[config.mk]
export PLATFORM = sky130hd
export DESIGN_NAME = vga_timing_gen
export DESIGN_NICKNAME = d
export VERILOG_FILES = /design/src/rtl/vga_timing_gen.sv
export SDC_FILE = /design/constraint.sdc
export NUM_CORES = 1
export LEC_CHECK = 0
export BUFFER_PORTS_ARGS = -buffer_cell sky130_fd_sc_hd__buf_2
export CAP_MARGIN = 20
export CORE_ASPECT_RATIO = 1.25
export CORE_UTILIZATION = 35
export DETAILED_ROUTE_END_ITERATION = 8
export PLACE_DENSITY = 0.67
export RECOVER_POWER = 50
export SLEW_MARGIN = 20
export SYNTH_ARGS = -nofsm -noshare
export SYNTH_HDL_FRONTEND = slang
export SYNTH_SLANG_ARGS = --single-unit
[constraint.sdc]
create_clock -name clk -period 3 [get_ports clk]
set_input_delay 0.15 -clock clk [delete_from_list [all_inputs] [get_ports clk]]
set_output_delay 0.15 -clock clk [all_outputs]
set_load 0.01 [all_outputs]
[src/rtl/vga_timing_gen.sv]
// vga_timing_gen
//   Pixel-clock divider plus horizontal/vertical raster counters for a VGA
//   style display, with a registered output stage that adds one pixel of
//   latency. That stage carries the syncs, the blanking and the colour
//   composited from one sprite layer over a flat background.
// Ports
//   clk, rst_n                : system clock, asynchronous active-low reset
//   spr_R/G/B, spr_visible    : sprite colour / opacity for current x_pos,y_pos
//   x_pos, y_pos              : raw h/v counters (valid in blanking too)
//   pix_en                    : one-clk strobe, one per pixel
//   hsync_n, vsync_n, blank_n : registered, active-low syncs / active video
//   vga_R/G/B                 : registered pixel colour
//   frame_start               : one-clk pulse when the raster returns to (0,0)
module vga_timing_gen #(
  parameter int        H_ACTIVE = 640,
  parameter int        H_FP     = 16,
  parameter int        H_SYNC   = 96,
  parameter int        H_BP     = 48,
  parameter int        V_ACTIVE = 480,
  parameter int        V_FP     = 10,
  parameter int        V_SYNC   = 2,
  parameter int        V_BP     = 33,
  parameter int        CLK_DIV  = 2,
  parameter logic [7:0] BG_COLOR = 8'h00
) (
  input  logic       clk,
  input  logic       rst_n,
  input  logic [7:0] spr_R,
  input  logic [7:0] spr_G,
  input  logic [7:0] spr_B,
  input  logic       spr_visible,
  output logic [9:0] x_pos,
  output logic [9:0] y_pos,
  output logic       pix_en,
  output logic       hsync_n,
  output logic       vsync_n,
  output logic       blank_n,
  output logic [7:0] vga_R,
  output logic [7:0] vga_G,
  output logic [7:0] vga_B,
  output logic       frame_start
);

  localparam int H_TOTAL = H_ACTIVE + H_FP + H_SYNC + H_BP;
  localparam int V_TOTAL = V_ACTIVE + V_FP + V_SYNC + V_BP;

  // All boundaries pre-sized to the 10-bit counter width; sync ends are
  // exclusive so no comparison needs a wider operand.
  localparam logic [9:0] H_LAST   = 10'(H_TOTAL - 1);
  localparam logic [9:0] V_LAST   = 10'(V_TOTAL - 1);
  localparam logic [9:0] H_ACT    = 10'(H_ACTIVE);
  localparam logic [9:0] V_ACT    = 10'(V_ACTIVE);
  localparam logic [9:0] HS_BEG   = 10'(H_ACTIVE + H_FP);
  localparam logic [9:0] HS_END   = 10'(H_ACTIVE + H_FP + H_SYNC);
  localparam logic [9:0] VS_BEG   = 10'(V_ACTIVE + V_FP);
  localparam logic [9:0] VS_END   = 10'(V_ACTIVE + V_FP + V_SYNC);
  localparam logic [1:0] DIV_LAST = 2'(CLK_DIV - 1);

  logic [1:0] div_q, div_d;
  logic [9:0] h_cnt_q, h_cnt_d;
  logic [9:0] v_cnt_q, v_cnt_d;
  logic       hsync_n_q, vsync_n_q, blank_n_q, frame_start_q;
  logic [7:0] r_q, g_q, b_q;

  logic       pix_tick, h_wrap, v_wrap, active, in_hs, in_vs;
  logic [7:0] r_d, g_d, b_d;

  assign pix_tick = (div_q == DIV_LAST);
  assign h_wrap   = (h_cnt_q == H_LAST);
  assign v_wrap   = (v_cnt_q == V_LAST);
  assign active   = (h_cnt_q < H_ACT) && (v_cnt_q < V_ACT);
  assign in_hs    = (h_cnt_q >= HS_BEG) && (h_cnt_q < HS_END);
  assign in_vs    = (v_cnt_q >= VS_BEG) && (v_cnt_q < VS_END);

  always_comb begin
    div_d   = pix_tick ? '0 : div_q + 2'd1;
    h_cnt_d = h_cnt_q;
    v_cnt_d = v_cnt_q;
    if (pix_tick) begin
      h_cnt_d = h_wrap ? '0 : h_cnt_q + 10'd1;
      if (h_wrap) begin
        v_cnt_d = v_wrap ? '0 : v_cnt_q + 10'd1;
      end
    end
  end

  always_comb begin
    r_d = '0;
    g_d = '0;
    b_d = '0;
    if (active) begin
      r_d = spr_visible ? spr_R : BG_COLOR;
      g_d = spr_visible ? spr_G : BG_COLOR;
      b_d = spr_visible ? spr_B : BG_COLOR;
    end
  end

  always_ff @(posedge clk or negedge rst_n) begin
    if (!rst_n) begin
      div_q         <= '0;
      h_cnt_q       <= '0;
      v_cnt_q       <= '0;
      hsync_n_q     <= 1'b1;
      vsync_n_q     <= 1'b1;
      blank_n_q     <= 1'b0;
      r_q           <= '0;
      g_q           <= '0;
      b_q           <= '0;
      frame_start_q <= 1'b0;
    end else begin
      div_q         <= div_d;
      h_cnt_q       <= h_cnt_d;
      v_cnt_q       <= v_cnt_d;
      frame_start_q <= pix_tick && h_wrap && v_wrap;
      if (pix_tick) begin
        hsync_n_q <= !in_hs;
        vsync_n_q <= !in_vs;
        blank_n_q <= active;
        r_q       <= r_d;
        g_q       <= g_d;
        b_q       <= b_d;
      end
    end
  end

  // Gated by rst_n so the strobe is low during reset even when CLK_DIV=1
  // keeps the divider permanently at its terminal value.
  assign pix_en      = rst_n && pix_tick;
  assign x_pos       = h_cnt_q;
  assign y_pos       = v_cnt_q;
  assign hsync_n     = hsync_n_q;
  assign vsync_n     = vsync_n_q;
  assign blank_n     = blank_n_q;
  assign vga_R       = r_q;
  assign vga_G       = g_q;
  assign vga_B       = b_q;
  assign frame_start = frame_start_q;

endmodule

==> out/results.ini <==
[clocking]
cts-resized-gates = 0
clock_latency_at_the_later_pin_of_the_worst_skew_pair_ns = 0.30
cts.sinks = 50
tritoncts = yes
h_tree_lvl_count = 2
ctsRootBufferMaster = clkbuf_8
holdBufCountCts = 0
clock_transition_at_path_regs_ns = 0.09
clockBufferDepth = 2
postCtsSetupBuffers = 0
numCtsBuffers = 5

[final_layout]
growth_of_design_area_from_synthesis_to_finish_pct = 24.0
n_antenna_cell = 0
share_of_final_layout_standard_cells_stronger_than_drive_strength_1_pct = 28.1
final-instance-count-excl-fill = 348
layout.nets = 293
postLayoutCellArea_um2 = 2740

[power]
power-per-cell-area_nw_per_um2 = 453
ir_worst_vdd_v = 0.000253
leakagePower_nw = 1.33

[routing]
drt_first_pass_iters = 4
route.vias.total = 1733
dr.first_iter.drc_count = 52
wire_per_inst_um = 13.6
detail_route.vias_per_cell = 4.98
drt-total-wl_um = 4740
post-route-drc-count = 0
detail-route-antenna-nets = 0

[synth]
ys_seq_area_share_pct = 56.7
mappedNetlistArea_um2 = 2210
synth_cell_type_count = 43
ys_top_cells_by_area = dfrtp_1 54%, a22o_1 9.9%, dfstp_2 2.4%
synth_commonest_cells = 48 x dfrtp_1, 25 x a22o_1, 10 x nor2_1
syn_nets = 219
async_flop_share_pct = 100
number_of_enable_type_register_cells_in_the_synthesized_netlist = 0
synthFlopType = dfrtp_1
post_synth_inst_count = 188
synth_area_leader_cell = dfrtp_1
synth_warnings = 0
synth_largest_type_area_fraction_pct = 54.4
register_bit_count_reported_by_yosys = 50
synth_area_per_cell_um2 = 11.8
synth.most_common_cell = dfrtp_1

[worst_setup_path]
crit_required_ns = 3.23
crit-reg2reg-launch = x_pos[7]
endpoint_kind = register
worstPathArrival_ns = 2.11
worst_r2r_path_depth = 4
crit_chain = o21ai_0 > and3b_1 > and3_1 > a22o_1
type_of_the_worst_setup_path = register to register
critical_path.max_fanout = 24
timing.critical_path.slowest_cell_delay_ns = 0.72
start_point_of_the_critical_path = x_pos[7]
launching_element_type_of_the_critical_path = register
cp_slowest_cell = and3_1

[timing]
setup_tns_ns = 0
worst_pin_slew_ns = 0.996
post-route-min-period_ns = 1.87
setup_repair_after_global_routing_missed_its_margin = no
finalSetupViolCount = 0
hold_violations = 0
timing.final.crit_share_pct = 62.5
skew_ns = 0.00860
relative_slew_slack_pct = 33.6
slew_viol_final = 0
post-route-worst-setup-slack_ns = 1.13
hold_ws_ns = 0.0557
timing_limited_maximum_frequency_mhz = 533

[min_path]
min_path_type = input pin to register
timing.hold.worst_path_depth = 2
hold_path_startpoint = spr_G[2]

[floorplan]
initial_utilization_pct = 36.1
design.portCount = 76
dieHeight_um = 90.8
design.core.area_um2 = 6130
die_w_um = 73.1
cell_rows = 32
die_area_um2 = 6640

[global_routing]
grt_antenna_before_repair = 0
groute.layer.met1.usage_pct = 17.9
grt_first_pass_wirelength_um = 7630
grt-ovfl-total = 0
grt_start_max_net_pins = 51
grt_use_met3_pct = 4.69
grt_usage_pct = 14.9
global_route.usage.met2_pct = 25.0
vias_in_the_first_global_route = 1624
gr-max-usage-layer = met2

[placed_design]
dp_worst_setup_slack_ns = 1.11
gp_congestion = 0.820
placement.io_buffers = 75
post-dp-hpwl_um = 3400
placed_cells = 340
detailed_place.area_um2 = 2660

[flow_run]
maxCapViolations = 0

[outcome]
outcome = complete, no violations

## kinds of logic after synthesis
| kind of cell | Yosys count | share of synthesized area, % |
|---|---|---|
| adder cells (fa/ha/maj) | 4 | 2.27 |
| AO/OA/AOI/OAI | 45 | 15.6 |
| XOR/XNOR | 9 | 3.57 |
| flip-flops | 50 | 56.7 |
| multiplexers | 1 | 0.510 |
| AND/OR/NAND/NOR | 61 | 17.6 |
| buffers and inverters | 18 | 3.68 |
## final timing paths
check | endpoint | slack [ns]
worst min register to register | hsync_n | 0.48
max in group asynchronous | vga_B[0] | 2.50
min in group asynchronous | x_pos[9] | 0.08
worst max register to register | vga_R[1] | 1.13
worst max-delay path | vga_R[1] | 1.13
worst min-delay path | vga_G[2] | 0.06
## per-layer routing
metal | vias up | wire [µm] | share of wire (%)
met4 | 0 | 43 | 0.91
li1 | 834 | - | -
met1 | 820 | 2150 | 45
met3 | 5 | 383 | 8.1
met5 | - | 0 | 0
met2 | 74 | 2170 | 46
## cell usage in the layout, fill, tap and decap left out, types with 2 or more instances in the layout
cell        instances
a21oi_1             3
dfrtp_1            48
nand3_1             7
buf_4               2
dfstp_2             2
nor2b_1             3
xnor2_1             5
and3_1              5
inv_1               8
nor4b_1             2
clkbuf_8            5
xor2_1              4
clkinvlp_4          2
buf_2              52
nor2_1             10
nand2b_1            2
and2_1              3
and3_2              3
o21ai_0             8
nor3_1              2
ha_1                4
nand4_1             5
o2bb2ai_1           3
clkbuf_1           23
a22o_1             25
nand2_1             6
and4_2              2
## state kept, by name, summed over array words and instances (netlist names)
name,count
x_pos,10
hsync_n,1
frame_start,1
vga_B,8
vsync_n,1
vga_G,8
blank_n,1
vga_R,8
y_pos,10
div_q,2
## where the power goes
| part | switching (mW) | internal, mW |
|---|---|---|
| Clock | 0.220 | 0.248 |
| Combinational | 0.0418 | 0.0319 |
| Sequential | 0.00818 | 0.690 |
| Total | 0.270 | 0.970 |
## critical path, delay by kind of cell, from the launching register on
kind | cells | cell delay [ns]
AND/OR/NAND/NOR | 2 | 0.92
AO/OA/AOI/OAI | 2 | 0.41
flip-flops | 1 | 0.47
## stage by stage
step	power, mW	utilization (%)
2_1_floorplan	0.740	-
3_3_place_gp	0.790	43.3
3_5_place_dp	0.790	43.3
4_1_cts	1.26	45.2
5_1_grt	1.29	44.7
6_report	1.24	44.7
## cell type report
class,instances,area (µm²)
Timing Repair Buffer,77,362
Clock inverter,3,45.0
Inverter,8,30.0
Sequential cell,50,1250
Tap cell,85,106
Multi-Input combinational cell,120,875
Fill cell,610,3390
Clock buffer,5,68.8
(Power assumes the default switching activity.)
